<file path="config.mk">
export PLATFORM = sky130hd
export DESIGN_NAME = axis_packer
export DESIGN_NICKNAME = d
export VERILOG_FILES = /design/src/rtl/axis_pkg.sv /design/src/rtl/axis_out_reg.sv /design/src/rtl/axis_packer.sv
export SDC_FILE = /design/constraint.sdc
export NUM_CORES = 1
export LEC_CHECK = 0
export CAP_MARGIN = 20
export CORE_MARGIN = 3
export CORE_UTILIZATION = 45
export DETAILED_ROUTE_END_ITERATION = 7
export PLACE_DENSITY_LB_ADDON = 0.2
export SYNTH_ARGS = -nofsm -noshare
export SYNTH_HDL_FRONTEND = slang
export SYNTH_SLANG_ARGS = --single-unit
</file>
<file path="constraint.sdc">
create_clock -name clk -period 2.59 [get_ports clk]
set_input_delay 0.259 -clock clk [delete_from_list [all_inputs] [get_ports clk]]
set_output_delay 0.259 -clock clk [all_outputs]
set_load 0.005 [all_outputs]
</file>
<file path="src/rtl/axis_pkg.sv">
`default_nettype none
// ============================================================================
// Module      : axis_pkg
// Description : Shared helpers and default beat type for AXIS width stages.
// Revision    : 1.0
// ============================================================================
package axis_pkg;

    function automatic int ratio(input int m_words, input int s_words);
        return m_words / s_words;
    endfunction

    // Counter width that never collapses to zero bits for a range of one.
    function automatic int cnt_w(input int n);
        return (n > 1) ? $clog2(n) : 1;
    endfunction

    localparam int DEF_WORD_W  = 8;
    localparam int DEF_M_WORDS = 4;

    typedef struct packed {
        logic [DEF_M_WORDS-1:0][DEF_WORD_W-1:0] data;
        logic [DEF_M_WORDS-1:0]                 keep;
        logic                                   last;
    } out_beat_t;

endpackage
`default_nettype wire

</file>
<file path="src/rtl/axis_out_reg.sv">
`default_nettype none
// ============================================================================
// Module      : axis_out_reg
// Description : Single-entry output holding register with valid/ready logic.
// Revision    : 1.0
// ============================================================================
module axis_out_reg
    import axis_pkg::*;
#(
    parameter type T_BEAT = axis_pkg::out_beat_t
) (
    input  logic  clk,
    input  logic  rst,
    input  logic  i_load,
    input  T_BEAT i_data,
    input  logic  i_ready,
    output logic  o_valid,
    output T_BEAT o_data,
    output logic  o_can_load
);

    logic  r_valid;
    T_BEAT r_data;

    // A load is legal when empty or when the held beat leaves this cycle.
    assign o_can_load = !r_valid || i_ready;
    assign o_valid    = r_valid;
    assign o_data     = r_data;

    always_ff @(posedge clk) begin
        if (rst) begin
            r_valid <= 1'b0;
            r_data  <= '0;
        end else if (i_load) begin
            r_valid <= 1'b1;
            r_data  <= i_data;
        end else if (i_ready) begin
            r_valid <= 1'b0;
        end
    end

endmodule
`default_nettype wire

</file>
<file path="src/rtl/axis_packer.sv">
`default_nettype none
// ============================================================================
// Module      : axis_packer
// Description : AXIS width upsizer packing S_WORDS-word beats into M_WORDS-word
//               beats with per-packet last/keep generation and zero padding.
// Revision    : 1.0
// ============================================================================
module axis_packer
    import axis_pkg::*;
#(
    parameter int WORD_W  = 8,
    parameter int S_WORDS = 1,
    parameter int M_WORDS = 4,
    parameter int N_BEATS = 10
) (
    input  logic                             clk,
    input  logic                             rst,
    input  logic                             s_valid,
    output logic                             s_ready,
    input  logic [S_WORDS-1:0][WORD_W-1:0]   s_data,
    output logic                             m_valid,
    input  logic                             m_ready,
    output logic [M_WORDS-1:0][WORD_W-1:0]   m_data,
    output logic [M_WORDS-1:0]               m_keep,
    output logic                             m_last
);

    localparam int R      = ratio(M_WORDS, S_WORDS);
    localparam int SLOT_W = cnt_w(R);
    localparam int BEAT_W = cnt_w(N_BEATS);

    localparam logic [SLOT_W-1:0] c_SLOT_LAST = SLOT_W'(R - 1);
    localparam logic [BEAT_W-1:0] c_BEAT_LAST = BEAT_W'(N_BEATS - 1);

    typedef struct packed {
        logic [M_WORDS-1:0][WORD_W-1:0] data;
        logic [M_WORDS-1:0]             keep;
        logic                           last;
    } beat_t;

    logic [R-1:0][S_WORDS-1:0][WORD_W-1:0] r_acc;
    logic [SLOT_W-1:0]                     r_slot;
    logic [BEAT_W-1:0]                     r_beat;

    logic                                  w_fire;
    logic                                  w_last_beat;
    logic                                  w_complete;
    logic                                  w_can_load;
    logic [R-1:0][S_WORDS-1:0][WORD_W-1:0] w_slots;
    logic [R-1:0][S_WORDS-1:0]             w_keep_slots;
    beat_t                                 w_beat;
    beat_t                                 w_out;

    assign w_last_beat = (r_beat == c_BEAT_LAST);
    assign w_complete  = (r_slot == c_SLOT_LAST) || w_last_beat;
    assign s_ready     = !rst && !(w_complete && !w_can_load);
    assign w_fire      = s_valid && s_ready;

    // Wide beat as it would look if the current input beat completes it;
    // slots past the current one are stale and must read as zero padding.
    always_comb begin
        w_slots      = '0;
        w_keep_slots = '0;
        for (int i = 0; i < R; i++) begin
            if (SLOT_W'(i) < r_slot) begin
                w_slots[i]      = r_acc[i];
                w_keep_slots[i] = '1;
            end else if (SLOT_W'(i) == r_slot) begin
                w_slots[i]      = s_data;
                w_keep_slots[i] = '1;
            end
        end
        w_beat      = '0;
        w_beat.data = w_slots;
        w_beat.keep = w_keep_slots;
        w_beat.last = w_last_beat;
    end

    always_ff @(posedge clk) begin
        if (rst) begin
            r_acc  <= '0;
            r_slot <= '0;
            r_beat <= '0;
        end else if (w_fire) begin
            if (w_complete) begin
                r_slot <= '0;
            end else begin
                r_acc[r_slot] <= s_data;
                r_slot        <= r_slot + 1'b1;
            end
            r_beat <= w_last_beat ? '0 : r_beat + 1'b1;
        end
    end

    axis_out_reg #(
        .T_BEAT (beat_t)
    ) u_out_reg (
        .clk        (clk),
        .rst        (rst),
        .i_load     (w_fire && w_complete),
        .i_data     (w_beat),
        .i_ready    (m_ready),
        .o_valid    (m_valid),
        .o_data     (w_out),
        .o_can_load (w_can_load)
    );

    assign m_data = w_out.data;
    assign m_keep = w_out.keep;
    assign m_last = w_out.last;

endmodule
`default_nettype wire

</file>
* After elaboration in Yosys (flattened, before gate mapping)
Cells that the tools add are included.
** Storage, ports and cells
- Input bits :: 12
- Output and inout port bits :: 39
- Logic and storage cells :: 64
- Register bits after elaboration :: 76
** Cells by class
- Reductions and logical operators :: 14
- $lt $le $gt $ge :: 6
- Bitwise logic cells :: 1
- Add/subtract/negate cells :: 2
- Mux-type cells :: 23
- Equality and inequality tests :: 5
** Operators with widths (count)
- 8-bit 2-to-1 mux :: 9
- 32-bit bitwise mux :: 1
- 8-bit demux with 2-bit select :: 1
- 1-bit 2-to-1 mux :: 10
- 1-bit logical AND :: 5
- 4-bit by 1-bit adder with 4-bit output (second input constant) :: 1
- 2-bit equality test (first input constant) :: 2
- 4-bit equality test (second input constant) :: 1
- 1-bit zero test :: 4
- 1-bit by 2-bit less-than comparator with 1-bit output (first input constant) :: 2
- 2-bit less-than comparator (first input constant) :: 2
- 4-bit 2-to-1 mux :: 1
- 2-bit by 3-bit less-than comparator with 1-bit output (second input constant) :: 1
- 2-bit by 1-bit adder with 2-bit output (second input constant) :: 1
- 1-bit by 2-bit equality test with 1-bit output (first input constant) :: 1
- 2-bit equality test (second input constant) :: 1
- 2-bit by 1-bit >= comparator with 1-bit output (second input constant) :: 1
- 2-bit zero test :: 1
- 1-bit logical OR :: 2
- 2-bit 2-to-1 mux :: 1
- 2-bit AND reduction :: 1
- 2-bit nonzero test :: 1
- 1-bit NOT :: 1

* Depth between registers and ports, before layout
Gate-level depths: netlist of run 1.
- Depth in word-level cells :: 9
- Mapped depth :: 9
- Mapped depth without buffers :: 6

* Modules after synthesis
A second synthesis of run 1 with hierarchy kept.
** Unflattened totals
- Cell total of the unflattened synthesis :: 324
- Area total of the unflattened synthesis :: 3024.2 µm²
** By module, submodules not included
- axis_packer :: sequential area each 600.6 µm², area an instance 1662.8 µm², instances 1, cells each 201
- axis_out_reg :: sequential area each 760.7 µm², area an instance 1361.3 µm², instances 1, cells each 123

* Worst setup path after synthesis of run 1
Ideal clock, no wire load.
- Path type :: register to register
- Start point :: register r_slot[1]
- End point :: register r_acc[10] (netlist name)
- Buffers on the path :: 3
- Arrival time :: 1.912 ns
- Path slack :: 0.551 ns
- Data required time :: 2.462 ns
- Period minus slack after synthesis :: 2.039 ns
- Stages on the path, launching flop included :: 10
- Library setup time :: 0.128 ns
- Cells stage by stage :: dfxtp_1 clkbuf_1 clkbuf_1 inv_2 ha_1 clkbuf_1 nand2_1 nor3_4 mux2i_1 nor2_1
** Between the ends
- Word-level cells in the longest chain between the ends :: 7
- Elaborated cells between the ends (all ways) :: 14
- Those cells by class :: 2 x order compare; 1 x eq/ne; 3 x mux; 1 x bitwise; 7 x reduce/logical
** RTL lines
- from (decl) :: RTL line axis_packer.sv:42 : logic [SLOT_W-1:0] r_slot;
- from (signal assigned) :: RTL line axis_packer.sv:89 : r_slot <= r_slot + 1'b1;
- parallel branches: the longest is 7 deep, another holds 2-bit by 3-bit less-than comparator with 1-bit output
- to (signal, indexed assignment) :: RTL line axis_packer.sv:88 : r_acc[r_slot] <= s_data;
- to (decl) :: RTL line axis_packer.sv:41 : logic [R-1:0][S_WORDS-1:0][WORD_W-1:0] r_acc;
Parallel ways; which one is timed is not known.
A chain may end at the register's enable or synchronous reset.

* Worst setup path in the final report of run 1
- Start point :: register r_slot[1]
- End point :: output port s_ready
** Between the ends
- Word-level cells in the longest chain between the ends :: 5
** RTL lines
- 2-bit equality test :: RTL line axis_packer.sv:55 : assign w_complete = (r_slot == c_SLOT_LAST) || w_last_beat;
- 1-bit logical OR :: RTL line axis_packer.sv:55
- 1-bit logical AND :: RTL line axis_packer.sv:56 : assign s_ready = !rst && !(w_complete && !w_can_load);
- 1-bit zero test :: RTL line axis_packer.sv:56
- 1-bit logical AND :: RTL line axis_packer.sv:56
- to (decl) :: RTL line axis_packer.sv:19 : output logic s_ready,
No other way between the ends.

==> results of run 1 <==
[flip-flops by register name, summed over array words and instances, names as in the netlist]
| name | flops |
|---|---|
| u_out_reg.o_valid | 1 |
| r_acc | 24 |
| u_out_reg.o_data | 37 |
| r_slot | 2 |
| r_beat | 4 |
[report_power, final]
group / total, µW / internal (µW) / switching (µW) / leakage [µW]
logic: 270 / 117 / 153 / 0.000690
registers: 1100 / 1080 / 24.3 / 0.000551
clock network: 1040 / 641 / 401 / 0.000120
[routing by layer]
metal	vias up	wire (µm)	GRT usage
met2	60	3020	0.282
met5	-	0	0
li1	1178	-	-
met3	10	392	0.0637
met4	0	97	0.0708
met1	1124	3000	0.244
[cells in the final DEF (no fill, tap or decap), types with 2 or more instances in the layout]
cell type	netlist	layout
a31o_1	2	2
nor2_1	49	49
inv_1	4	4
nor2b_1	9	9
nor3_1	9	9
o21ai_1	9	9
clkinv_4	0	2
nand2b_1	3	3
a32o_1	8	8
dfxtp_1	68	68
nand2_1	36	36
clkbuf_8	0	9
a221oi_1	8	8
a21oi_1	14	14
and3_1	2	2
clkdlybuf4s50_1	0	49
a211oi_2	9	9
bufinv_16	0	3
ha_1	6	6
buf_4	2	6
mux2i_1	33	33
nand3_1	2	2
nor3_4	3	3
[logic make-up (layout without fill, tap and decap cells)]
logic type | count (synthesis) | count (layout) | synth area share
AOI/OAI and AO/OA | 56 | 56 | 0.154
xor gates and xnor gates | 2 | 2 | 0.00596
adders and majority gates | 6 | 6 | 0.0256
buffers and inverters | 27 | 78 | 0.0464
DFF | 68 | 68 | 0.463
muxes | 33 | 33 | 0.112
and+or+nand+nor | 119 | 119 | 0.193
[stage by stage]
step                cell area (µm²)  setup WS, ps  std cells
floorplan                      2940           551        311
global placement               3470           525        421
detailed placement             3470           417        421
CTS                            3710           203        437
global route                   3710          84.5        437
finish                         3710           212        437
[critical path: cells and delay by family (launching register included)]
kind | cells | cell delay (ps)
AO/OA/AOI/OAI | 1 | 90
AND/OR/NAND/NOR | 1 | 260
buffers and inverters | 1 | 470
flip-flops | 1 | 470
adder cells (fa/ha/maj) | 1 | 500
[worst max-delay path by stage]
stage / start / cells past startpoint / slack (ps) / to
floorplan: r_slot[1] / 9 / 550 / r_acc[10]
global placement: s_valid / 5 / 530 / u_out_reg.o_data[17]
detailed placement: s_valid / 5 / 420 / u_out_reg.o_data[15]
CTS: r_slot[1] / 4 / 200 / s_ready
global route: r_slot[1] / 4 / 80 / s_ready
finish: r_slot[1] / 4 / 210 / s_ready
[area by class of cell]
| cell class | count | area (µm²) | area share |
|---|---|---|---|
| Clock buffer | 10 | 128 | 0.0344 |
| Tap cell | 75 | 93.8 | 0.0253 |
| Multi-Input combinational cell | 216 | 1440 | 0.388 |
| Clock inverter | 6 | 113 | 0.0303 |
| Sequential cell | 68 | 1360 | 0.366 |
| Inverter | 5 | 18.8 | 0.00505 |
| Timing Repair Buffer | 57 | 561 | 0.151 |
==> metrics.cfg, run 1 <==
[run_status]
status = completed

[finish]
layout-drive-gt1-share = 0.102
area_growth_syn_to_layout_pct = 26.4
n_antenna_cell = 0
fin_util = 0.606
nets = 375
nFillCells = 525

[global_route]
grt-ovfl-total = 0
grt_max_degree = 59
track_usage = 0.186
grt_pass1_vias = 2233
antenna_found_initial = 0
grt_pass1_wl_mm = 10.8

[synthesis]
netlist.top_cell.by_area = dfxtp_1
syn_nets = 329
yosysSeqAreaShare = 0.463
synth_edf_count = 0
synth.area.top_cells = dfxtp_1 46%, mux2i_1 11%, nor2_1 6.3%
synth_area_um2 = 2940
synthCells = 311
synth_most_common_cell = dfxtp_1
avgSynthCellArea_um2 = 9.45
synth_common_cells = 68 x dfxtp_1, 49 x nor2_1, 36 x nand2_1, 33 x mux2i_1, 14 x a21oi_1
yosysTopAreaCellShare = 0.463
ys_async_sr_fraction = 0
ys_seq_elements = 68
synth-main-ff-cell = dfxtp_1
yosys_warnings = 0
synth_cell_types = 39

[cts]
cts.sinks = 68
cts_made_buffers = 9
cts_setup_buffers = 0
cts.path.max_buffers = 2
root_buffer = clkbuf_8
clk_pin_slew_ps = 70
clock_latency_ps = 350
hold_buffers = 0
htreeDepth = 3
cts_resized = 0
tritoncts = done

[min_path]
min_path_type = reg -> reg
hold_path_end = u_out_reg.o_data[27]
whs_path_depth = 2
hold_start = u_out_reg.o_data[27]

[routing]
drt_iter0_markers = 130
num_vias = 2372
drtPass1Iterations = 4
wl_per_cell_um = 14.9
post_drt_via_cell_ratio = 5.43
drtAntennaViolNets = 0
drc = 0
routed_wl_mm = 6.52

[pwr]
total_power_uw = 2420
power.density_nw_per_um2 = 650
leakagePower_uw = 0.00136
peakVddDrop_v = 0.000406

[worst_setup_path]
worst-endpoint-arrival_ps = 2120
critPathKind = reg -> out
cp_cell_sequence = ha_1, nand2b_1, a21oi_1, clkdlybuf4s50_1
r2r-end = u_out_reg.o_data[15]
crit_fanout = 8
cp-end-kind = output pin
worstPathRequired_ps = 2330
r2r-start = r_slot[1]
startpoint_type = register
max_stage_delay_ps = 500
rrSetupSlack_ps = 510
reg2reg_depth = 4
crit_path_top_delay_cell = ha_1

[timing]
finClkSkew_ps = 9.46
setup_violations = 0
whs_ps = 460
rsz0062_at_grt = no
tns_ps = 0
hold_violations = 0
period_minus_slack_ps = 2380
fin_crit_sh = 0.918
worstMarginPinSlew_ps = 1040
report.final.slew_viol_count = 0
slew_headroom = 0.304
fmax_mhz = 421

[place]
hpwl_mm = 4.36
io_buffers = 50
gp_congestion = 0.805

[floorplan]
coreArea_um2 = 6130
start_util = 0.479
io_pins = 51
die_h_um = 86.8
rows = 28
dieArea_um2 = 7530
die_x_um = 86.8

[run]
cap_violations = 0

(Power assumes the default switching activity.)
==> run 2: changes to the inputs <==
Settings changed: CORE_ASPECT_RATIO from default to 1.75.
==> metrics.cfg, run 2 (same netlist as run 1, synthesis figures left out) <==
[run_status]
status = completed

[global_route]
grt_pass1_wl_mm = 10.6  ; -2.5%
antenna_found_initial = 0  ; unchanged
grt-ovfl-total = 0  ; unchanged
grt_pass1_vias = 2204  ; -1.3%
grt_max_degree = 59  ; unchanged
track_usage = 0.183  ; -0.00294

[floorplan]
io_pins = 51  ; unchanged
die_x_um = 67.1  ; -23%
rows = 38  ; +36%
dieArea_um2 = 7570  ; +0.51%
start_util = 0.468  ; -0.0111
coreArea_um2 = 6280  ; +2.4%
die_h_um = 113  ; +30%

[min_path]
hold_path_end = u_out_reg.o_data[25]
min_path_type = reg -> reg
whs_path_depth = 2  ; unchanged
hold_start = u_out_reg.o_data[25]

[cts]
clk_pin_slew_ps = 70  ; about the same
cts.sinks = 68  ; unchanged
cts.path.max_buffers = 2  ; unchanged
htreeDepth = 3  ; unchanged
cts_setup_buffers = 0  ; unchanged
tritoncts = done
clock_latency_ps = 330  ; -20 ps
cts_made_buffers = 9  ; unchanged
hold_buffers = 0  ; unchanged
cts_resized = 0  ; unchanged
root_buffer = clkbuf_8

[timing]
rsz0062_at_grt = no
setup_violations = 0  ; unchanged
finClkSkew_ps = 8.25  ; -1.21 ps
worstMarginPinSlew_ps = 1030  ; -13.8 ps
fin_crit_sh = 0.887  ; -0.0311
tns_ps = 0  ; unchanged
slew_headroom = 0.313  ; +0.00926
period_minus_slack_ps = 2300  ; -80.5 ps
hold_violations = 0  ; unchanged
fmax_mhz = 435  ; +3.5%
setup_ws_ps = 293  ; +80.5 ps
report.final.slew_viol_count = 0  ; unchanged
whs_ps = 457  ; -2.41 ps

[routing]
num_vias = 2314  ; -2.4%
drtPass1Iterations = 4  ; unchanged
drtAntennaViolNets = 0  ; unchanged
drc = 0  ; unchanged
routed_wl_mm = 6.34  ; -2.7%
wl_per_cell_um = 14.4  ; -3.6%
post_drt_via_cell_ratio = 5.25  ; -3.3%
drt_iter0_markers = 155  ; +19%

[place]
io_buffers = 50  ; unchanged
placed_area_um2 = 3470  ; -0.18%
hpwl_mm = 4.34  ; -0.58%
gp_congestion = 0.837  ; +4.0%
pre_cts_ws_ps = 452  ; +35.5 ps

[worst_setup_path]
r2r-end = u_out_reg.o_data[17]
startpoint_type = register
worstPathRequired_ps = 2330  ; about the same
crit_fanout = 8  ; unchanged
worst-endpoint-arrival_ps = 2040  ; -80 ps
crit_path_top_delay_cell = clkdlybuf4s50_1
critPathKind = reg -> out
cp_cell_sequence = ha_1, nand2b_1, a21oi_1, clkdlybuf4s50_1
cp-end-kind = output pin
r2r-start = r_beat[0]
crit_start = r_slot[0]
max_stage_delay_ps = 480  ; -20 ps
rrSetupSlack_ps = 540  ; +30 ps
reg2reg_depth = 4  ; unchanged

[finish]
layout_commonest_cell = dfxtp_1
largest_reg_flops = 37  ; unchanged
area_growth_syn_to_layout_pct = 24.1
layout-drive-gt1-share = 0.102  ; +0.000283
n_antenna_cell = 0  ; unchanged
nets = 375  ; unchanged
stdcell_area_um2 = 3640  ; -1.9%
final_cell_mix = 68 x dfxtp_1, 49 x nor2_1, 49 x clkdlybuf4s50_1, 36 x nand2_1, 33 x mux2i_1

[pwr]
total_power_uw = 2140  ; -11%
leakagePower_uw = 0.00132  ; -2.6%
peakVddDrop_v = 0.000434  ; +6.9%
power.density_nw_per_um2 = 588  ; -9.5%

[run]
cap_violations = 0  ; unchanged

==> run 2: area by class of cell <==
type	count	area (µm²)
clock buffers	11	151
clock inverters	4	25.0
fillers	595	2630
inverters	5	18.8
multi-input cells	216	1440
flip-flops and latches	68	1360
well taps	80	100
repair buffers	57	548
==> run 2: how the worst max path moves through the flow <==
stage / to / slack (ps)
2_1_floorplan: r_acc[10] / 550
3_3_place_gp: u_out_reg.o_data[17] / 490
3_5_place_dp: u_out_reg.o_data[14] / 450
4_1_cts: s_ready / 270
5_1_grt: s_ready / 110
6_report: s_ready / 290
==> run 2: critical path: cells and delay by family, from the launching register on <==
family	cells	cell delay (ps)
fa+ha+maj	1	470
buf+inv	1	480
flops	1	430
compound gates	1	90
simple gates	1	250
==> run 2: routing by layer <==
metal  vias up  share of wire  track usage  routed length, µm
li1       1174              -            -                  -
met2        53           0.51        0.300               3220
met1      1077           0.43        0.227               2700
met4         0          0.024       0.0745                151
met5         -              0            0                  0
met3        10          0.042       0.0417                269
==> run 2: report_power, final <==
group	switching [µW]	internal [µW]
clock	383	391
sequential	22.0	1080
combinational	153	117
total	557	1590
==> run 2: metrics by stage <==
| step | std cells | utilization |
|---|---|---|
| global placement | 426 | 0.553 |
| CTS | 441 | 0.581 |
| floorplan | 311 | - |
| global route | 441 | 0.581 |
| finish | 441 | 0.581 |
| detailed placement | 426 | 0.553 |
==> run 3: changes to the inputs <==
Settings changed: PLACE_DENSITY from default to 0.7, PLACE_DENSITY_LB_ADDON 0.2 to default.
==> metrics.cfg, run 3 (same netlist as run 1, synthesis figures left out) <==
[worst_setup_path]
critPathKind = reg -> out
crit_fanout = 8  ; unchanged
reg2reg_depth = 4  ; unchanged
worst-endpoint-arrival_ps = 2000  ; -40 ps
worstPathRequired_ps = 2330  ; about the same
startpoint_type = register
cp-end-kind = output pin

[timing]
fin_crit_sh = 0.872  ; -0.0154
hold_violations = 0  ; unchanged
tns_ps = 0  ; unchanged
report.final.slew_viol_count = 0  ; unchanged
slew_headroom = 0.311  ; -0.00138
period_minus_slack_ps = 2260  ; -39.9 ps
worstMarginPinSlew_ps = 1030  ; +2.07 ps
rsz0062_at_grt = no
finClkSkew_ps = 6.60  ; -1.64 ps
fmax_mhz = 443  ; +1.8%
setup_violations = 0  ; unchanged
setup_ws_ps = 333  ; +39.9 ps

[pwr]
peakVddDrop_v = 0.000367  ; -15%
leakagePower_uw = 0.00134  ; +1.5%
p_seq_frac = 0.470  ; -0.044
swShare = 0.240  ; -0.0200
intPower_uw = 1780  ; +12%
p_clk_frac = 0.416  ; +0.055
power.density_nw_per_um2 = 637  ; +8.2%
switchingPower_uw = 563  ; +0.96%
combPwrFrac = 0.114  ; -0.012

[finish]
nFillCells = 604  ; +1.5%
layout_commonest_cell = dfxtp_1
layout-drive-gt1-share = 0.100  ; -0.00249
stdcell_area_um2 = 3680  ; +1.1%
nets = 374  ; -0.27%
final_cell_mix = 68 x dfxtp_1, 49 x nor2_1, 49 x clkdlybuf4s50_1, 36 x nand2_1, 33 x mux2i_1
n_antenna_cell = 0  ; unchanged
area_growth_syn_to_layout_pct = 25.4
largest_reg_flops = 37  ; unchanged
finalNonFillerCells = 440  ; -0.23%

[routing]
drtAntennaViolNets = 0  ; unchanged
num_vias = 2312  ; -0.086%
drt_iter0_markers = 172  ; +11%
post_drt_via_cell_ratio = 5.25  ; +0.14%
drc = 0  ; unchanged
drtPass1Iterations = 4  ; unchanged
routed_wl_mm = 6.41  ; +1.0%
wl_per_cell_um = 14.6  ; +1.3%

[cts]
cts_setup_buffers = 0  ; unchanged
cts_resized = 0  ; unchanged
cts.path.max_buffers = 2  ; unchanged
htreeDepth = 3  ; unchanged
root_buffer = clkbuf_8
clk_pin_slew_ps = 70  ; about the same
clock_latency_ps = 340  ; about the same
tritoncts = done
cts.sinks = 68  ; unchanged
hold_buffers = 0  ; unchanged
cts_made_buffers = 9  ; unchanged

[place]
dp.cells = 425  ; -0.23%
placed_area_um2 = 3460  ; -0.22%
pre_cts_ws_ps = 444  ; -7.90 ps
io_buffers = 50  ; unchanged
hpwl_mm = 4.39  ; +1.3%
gp_congestion = 0.835  ; -0.30%

[floorplan]
io_pins = 51  ; unchanged
rows = 38  ; unchanged
die_x_um = 67.1  ; unchanged
coreArea_um2 = 6280  ; unchanged
die_h_um = 113  ; unchanged
dieArea_um2 = 7570  ; unchanged
start_util = 0.468  ; unchanged

[run_status]
status = completed

[global_route]
met3_usage = 0.0288  ; -0.0129
grt_util_met2 = 0.305  ; +0.00526
grt-ovfl-total = 0  ; unchanged
grt.busiest_layer = met2
antenna_found_initial = 0  ; unchanged
track_usage = 0.186  ; +0.00252
grt_max_degree = 53  ; -10%
grt_pass1_vias = 2208  ; +0.18%
grt_pass1_wl_mm = 10.8  ; +1.7%
use_met1 = 0.219  ; -0.00841

[run]
cap_violations = 0  ; unchanged

[min_path]
whs_path_depth = 2  ; unchanged
min_path_type = in -> reg

==> run 3: changes by cell type in the layout (fill, tap and decap cells not counted), sizes merged <==
cell,change
buf,-1
clkinvlp,-1
clkinv,-1
bufinv,+2
==> run 3: path summary, 6_finish.rpt <==
check                       startpoint                   end  slack, ps
setup reg to reg             r_beat[1]  u_out_reg.o_data[15]        550
hold / removal                     rst   u_out_reg.o_data[0]        180
setup / recovery             r_slot[0]               s_ready        330
hold reg to reg   u_out_reg.o_data[22]  u_out_reg.o_data[22]        450
==> run 3: through the flow <==
stage                      util  total power, µW  hold WS (ps)
after floorplan               -             1300           385
after global placement    0.551             1390           443
after detailed placement  0.551             1400           448
after CTS                 0.587             2370           163
after global routing      0.587             2440           184
final                     0.587             2350           177
==> run 3: area by class of cell <==
cell class,instances,area [µm²],share of cell area
clock inverters,4,72.6,0.0197
inverters,5,18.8,0.00509
well taps,80,100,0.0272
flip-flops and latches,68,1360,0.369
multi-input cells,216,1440,0.391
repair buffers,56,541,0.147
clock buffers,11,151,0.0411
==> run 3: power by group through the flow <==
stage               Combinational [µW]  Sequential (µW)  Clock (µW)
floorplan                          183             1120           0
global placement                   269             1120           0
detailed placement                 270             1120           0
CTS                                271             1100         997
global route                       297             1100        1040
finish                             268             1100         975
==> run 3: metal layers <==
layer  part of all wire  vias to the layer above
li1                   -                     1172
met3              0.033                       13
met5                  0                        -
met4              0.029                        0
met1               0.42                     1081
met2               0.52                       46
==> run 3: worst max-delay path: stages (launching register included) <==
cell and delay [ps]:
dfxtp_1 430, ha_1 460, nand2b_1 250, a21oi_1 80, clkdlybuf4s50_1 450
